**src/rtl/sha_pkg.sv**
```systemverilog
// ----------------------------------------------------------------------------
// sha_pkg
// Shared SHA-256 types and helpers used by the message-schedule producer.
//   Word            : one 32-bit message word
//   Block           : one 512-bit block, element k = k-th word of the block
//   HashState       : eight-word chaining value (not used by the loader)
//   WORDS_PER_BLOCK : words per SHA-256 block
//   bswap32()       : reverses byte order of a word
//   ld_phase_e      : loader phase decoded from the word counter
// ----------------------------------------------------------------------------
package sha_pkg;

  localparam int WORDS_PER_BLOCK = 16;

  typedef logic [31:0]                      Word;
  typedef logic [WORDS_PER_BLOCK-1:0][31:0] Block;
  typedef logic [7:0][31:0]                 HashState;

  // FILL: collecting words 0..14; LAST: the next accepted word completes the block.
  typedef enum logic [0:0] {
    PH_FILL = 1'b0,
    PH_LAST = 1'b1
  } ld_phase_e;

  function automatic Word bswap32(input Word w);
    return {w[7:0], w[15:8], w[23:16], w[31:24]};
  endfunction

endpackage

```
**src/rtl/sha_block_loader.sv**
```systemverilog
// ----------------------------------------------------------------------------
// sha_block_loader
// Producer end of the SHA-256 message-schedule interface. Collects 32-bit
// words into a fill buffer; when the 16th word is accepted the whole block
// moves to the output register and is offered to the round pipeline with
// valid/newblock. The fill buffer keeps collecting while the output block
// waits, so only the 16th word of the next block can stall.
//
// Ports
//   clk          rising-edge clock
//   rst          asynchronous active-low reset
//   in_valid_i   input word valid
//   in_ready_o   loader accepts a word this cycle
//   in_word_i    message word (big-endian unless byte swap enabled)
//   in_first_i   word is word 0 of a new message
//   blk_valid_o  W_o/newblock_o hold a complete block
//   blk_ready_i  pipeline head takes the block this cycle
//   W_o          block, W_o[k] = k-th word received
//   newblock_o   block is the first block of its message
//
// Configuration
//   SHA_LOADER_BYTESWAP_EN : when defined, in_word_i is little-endian and its
//                            bytes are reversed on capture.
// ----------------------------------------------------------------------------
module sha_block_loader
  import sha_pkg::*;
#(
  parameter int WORDS = 16,
  parameter int CNT_W = 4
) (
  input  logic                   clk,
  input  logic                   rst,
  input  logic                   in_valid_i,
  output logic                   in_ready_o,
  input  logic [31:0]            in_word_i,
  input  logic                   in_first_i,
  output logic                   blk_valid_o,
  input  logic                   blk_ready_i,
  output logic [WORDS-1:0][31:0] W_o,
  output logic                   newblock_o
);

  localparam logic [CNT_W-1:0] LAST_IDX = CNT_W'(WORDS - 1);

  logic [CNT_W-1:0]       cnt_q, cnt_d;
  logic                   pending_q, pending_d;
  logic                   fill_first_q, fill_first_d;
  logic [WORDS-1:0][31:0] fill_q, fill_d;
  logic [WORDS-1:0][31:0] w_q, w_d;
  logic                   newblock_q, newblock_d;

  ld_phase_e              phase_s;
  Word                    cap_word_s;
  logic                   accept_s;

  // Word as it is stored: optionally byte-reversed on capture.
  always_comb begin
`ifdef SHA_LOADER_BYTESWAP_EN
    cap_word_s = bswap32(in_word_i);
`else
    cap_word_s = in_word_i;
`endif
  end

  // Phase decode from the word counter.
  always_comb begin
    if (cnt_q == LAST_IDX) begin
      phase_s = PH_LAST;
    end else begin
      phase_s = PH_FILL;
    end
  end

  // State register: counter, flags, fill buffer and output block.
  always_ff @(posedge clk or negedge rst) begin
    if (!rst) begin
      cnt_q        <= '0;
      pending_q    <= 1'b0;
      fill_first_q <= 1'b0;
      fill_q       <= '0;
      w_q          <= '0;
      newblock_q   <= 1'b0;
    end else begin
      cnt_q        <= cnt_d;
      pending_q    <= pending_d;
      fill_first_q <= fill_first_d;
      fill_q       <= fill_d;
      w_q          <= w_d;
      newblock_q   <= newblock_d;
    end
  end

  // Next-state logic: word capture, abort on in_first, block completion and issue.
  always_comb begin
    cnt_d        = cnt_q;
    fill_first_d = fill_first_q;
    fill_d       = fill_q;
    w_d          = w_q;
    newblock_d   = newblock_q;
    accept_s     = in_valid_i && in_ready_o;

    // Issue frees the output register; a completion below may refill it.
    if (pending_q && blk_ready_i) begin
      pending_d = 1'b0;
    end else begin
      pending_d = pending_q;
    end

    if (accept_s) begin
      if (in_first_i && (cnt_q != '0)) begin
        // New message mid-block: drop the partial block, restart at word 0.
        fill_d[0]    = cap_word_s;
        cnt_d        = CNT_W'(1);
        fill_first_d = 1'b1;
      end else begin
        fill_d[cnt_q] = cap_word_s;
        if (cnt_q == '0) begin
          fill_first_d = in_first_i;
        end else begin
          fill_first_d = fill_first_q;
        end
        if (phase_s == PH_LAST) begin
          // Block complete: move it (including this word) to the output.
          w_d        = fill_d;
          newblock_d = fill_first_q;
          pending_d  = 1'b1;
          cnt_d      = '0;
        end else begin
          cnt_d = cnt_q + CNT_W'(1);
        end
      end
    end else begin
      cnt_d = cnt_q;
    end
  end

  // Outputs: only the completing word stalls, and only while the output is held.
  always_comb begin
    in_ready_o  = !((phase_s == PH_LAST) && pending_q && !blk_ready_i);
    blk_valid_o = pending_q;
    W_o         = w_q;
    newblock_o  = newblock_q;
  end

endmodule

```
**config.mk**
```make
export PLATFORM = sky130hd
export DESIGN_NAME = sha_block_loader
export DESIGN_NICKNAME = d
export VERILOG_FILES = /design/src/rtl/sha_pkg.sv /design/src/rtl/sha_block_loader.sv
export SDC_FILE = /design/constraint.sdc
export NUM_CORES = 2
export LEC_CHECK = 0
export CAP_MARGIN = 10
export CORE_MARGIN = 3
export CORE_UTILIZATION = 50
export CTS_CLUSTER_SIZE = 24
export DETAILED_ROUTE_END_ITERATION = 10
export HOLD_SLACK_MARGIN = 0.12
export PLACE_DENSITY = 0.8
export SYNTH_ARGS = -nofsm -noshare
export SYNTH_HDL_FRONTEND = slang
export SYNTH_SLANG_ARGS = --single-unit
```
**constraint.sdc**
```tcl
create_clock -name clk -period 3 [get_ports clk]
set_input_delay 0.6 -clock clk [delete_from_list [all_inputs] [get_ports clk]]
set_output_delay 0.6 -clock clk [all_outputs]
set_load 0.01 [all_outputs]
```
==> out/summary.txt <==
Outcome -> complete, no violations
Initial Util -> 51.0%
Net Count, Synth -> 3479
Combinational power share -> 19.2%
DR pass1 iterations -> 5
Routability Congestion -> 0.813
Antenna violations before repair -> 0
Gate count after technology mapping -> 3438
Die W -> 294 um
Clk_lat worst skew -> 0.65 ns
Synth area leaders -> dfrtp_1 (60%), mux2_2 (13%), mux2i_1 (11%)
Via-to-Cell Ratio -> 5.64
PwrDens -> 703 mW/mm^2
Die area -> 0.0864 mm^2
# setup viols final -> 0
Maximum VDD drop -> 0.573 mV
Fin. max-slew vios -> 0
Most frequent cells in the layout -> dfrtp_1 (999), nand2_1 (617), clkdlybuf4s50_1 (550)
Via count -> 28600
Post-DRT Antenna Nets -> 0
Cell taking the most area after synthesis -> dfrtp_1
Crit path time final -> 2.81 ns
Max Clock Skew -> 0.0209 ns
DR iter-0 viols -> 2175
Mean Syn Cell Area -> 12.1 um^2
FF+latch count, synth -> 999
Largest net degree at the start of global routing -> 118
RSZ-0062 raised after global routing -> false
Sw Ratio -> 27.0%
TritonCTS clock tree -> built
Internal Power -> 26800 uW
Crit path capture type -> primary output
Commonest non-fill, non-tap cell in the layout -> dfrtp_1
IO buf count -> 551
Core ar. -> 0.0813 mm^2
Die height -> 294 um
Num rows -> 104
Leakage -> 0.0258 uW
CTS sink count -> 999
Fillers -> 5934
CTS buffer count -> 102
WP data arrival -> 2.21 ns
Gr ovfl total -> 0
Hpwl dp -> 78100 um
H-tree Lvls -> 3
Routed len/inst -> 23.6 um
Hold WC Path Type -> reg2reg
Area delta synth->final -> 25.9%
Highest clock rate -> 355 MHz
Drc violations -> 0
Post-route setup TNS -> 0 ns
Seq pwr share -> 46.2%
Worst Max-Slew Pin Slew -> 0.812 ns
Critical Path Fanout Max -> 6
Clk root buf -> clkbuf_16
First-pass GRT wire length -> 182000 um
Share of layout cells above drive strength 1 -> 20.1%
GRT Total Usage -> 27.6%
P_sw -> 9910 uW
Final hold vios -> 0
CP required -> 2.40 ns
Startpoint Class -> flip-flop
Slew margin rel. -> 45.9%
CP Class -> reg2out
Max clock buf depth -> 3
Period Utilization, post-route -> 93.8%
Placed instance count -> 4885
Netlist cell types -> 33
Util after Layout -> 64.2%
Fin nets -> 3971
Sequential element share of the synthesized area -> 60.3%
WL final -> 120000 um
IO Count -> 552
Clock Power Share -> 34.5%
Post-Layout Cell Count -> 5071
Maxcap violations -> 0
Post-Syn Area -> 0.0415 mm^2
Clk slew on worst S/H paths -> 0.06 ns
Yosys warns -> 0
Post-synth top area share -> 60.3%
Vias in the first global route -> 29500
==> registers in the layout, summed over array words and instances (netlist names) <==
name and cells:
newblock_o 1, cnt_q 4, fill_first_q 1, W_o 512, fill_q 480, blk_valid_o 1
==> kinds of logic (layout without fill, tap and decap cells) <==
kind of cell             Yosys count  after routing  share of synthesized area (%)
multiplexers                     928            928                           23.8
other                              0              2                              0
AO/OA/AOI/OAI                    493            493                           6.12
buffers and inverters            323            894                           3.09
adder cells (fa/ha/maj)            4              4                          0.121
flip-flops                       999            999                           60.3
AND/OR/NAND/NOR                  691            691                           6.55
==> metal layers <==
metal	part of all wire, %	vias to the layer above	GRT usage (%)
met5	0	-	0
met4	4.0	0	10.6
met3	6.9	218	5.83
met2	48	928	45.2
met1	41	14700	36.5
li1	-	12700	-
==> critical path, cell delays in order, from the launching register on <==
cell             delay [ns]
dfrtp_1                0.44
ha_1                   0.23
and3_1                 0.22
nand2_1                0.13
clkdlybuf4s50_1        0.55
==> timing repair <==
item	in CTS	in global routing
hold endpoints to repair	40	0
buffers inserted	0	0
hold buffers	1	0
resized for setup	0	1
setup endpoints to repair	0	1
==> Yosys cell counts <==
master	number
buf_2	45
nand3_4	1
buf_4	1
nor3b_2	1
mux2_1	19
ha_1	4
mux2i_1	448
o31ai_1	1
a21oi_1	2
nor4_1	1
o21ai_0	454
or3b_1	1
nand2_1	623
inv_1	5
nand3_1	6
a31oi_1	33
clkbuf_1	227
buf_1	44
dfrtp_1	999
nor2_1	34
nand2b_1	1
nand3b_1	3
and3_1	1
buf_6	1
nand2_2	4
nor3b_1	3
nand4_1	4
nand3_2	4
a221oi_4	1
nor2b_1	3
nand4b_1	1
a21o_1	2
mux2_2	461
==> power by group through the flow <==
stage | Sequential (uW) | Combinational [uW] | Clock (uW)
6_report | 17000 | 7060 | 12700
5_1_grt | 17200 | 7660 | 13500
4_1_cts | 17000 | 7090 | 12900
3_5_place_dp | 17200 | 7010 | 0
3_3_place_gp | 17000 | 6770 | 0
2_1_floorplan | 16900 | 4770 | 0
==> worst paths after layout <==
path                                to  startpoint  slack, ns  cells after the start
min in group asynchronous  fill_q[310]         rst       0.51                      2
min                           W_o[237]    W_o[237]       0.47                      2
max reg2reg                fill_q[334]    cnt_q[0]       0.19                      8
max in group asynchronous     W_o[335]         rst       1.41                      3
max                         in_ready_o    cnt_q[0]       0.19                      4
min reg2reg                   W_o[237]    W_o[237]       0.47                      2
==> through the flow <==
step           hold WS [ns]  worst slack (ns)  instance area (um^2)  total power [uW]
2_1_floorplan         0.304             0.439                 41500             21600
3_3_place_gp          0.460             0.227                 48800             23800
4_1_cts               0.479             0.147                 52200             36900
3_5_place_dp          0.463             0.200                 48800             24200
5_1_grt               0.496            0.0483                 52200             38300
6_report              0.474             0.185                 52200             36700
==> final cells by class <==
| cell class | count | area (um^2) | area share [%] |
|---|---|---|---|
| flip-flops and latches | 999 | 25000 | 47.9 |
| multi-input cells | 2116 | 15300 | 29.2 |
| repair buffers | 706 | 7240 | 13.9 |
| clock buffers | 151 | 3010 | 5.76 |
| well taps | 1060 | 1330 | 2.54 |
| clock inverters | 32 | 359 | 0.688 |
| inverters | 5 | 18.8 | 0.0359 |
| diodes | 2 | 5.00 | 0.00958 |
Note: power is estimated with default switching activity, not from simulation.
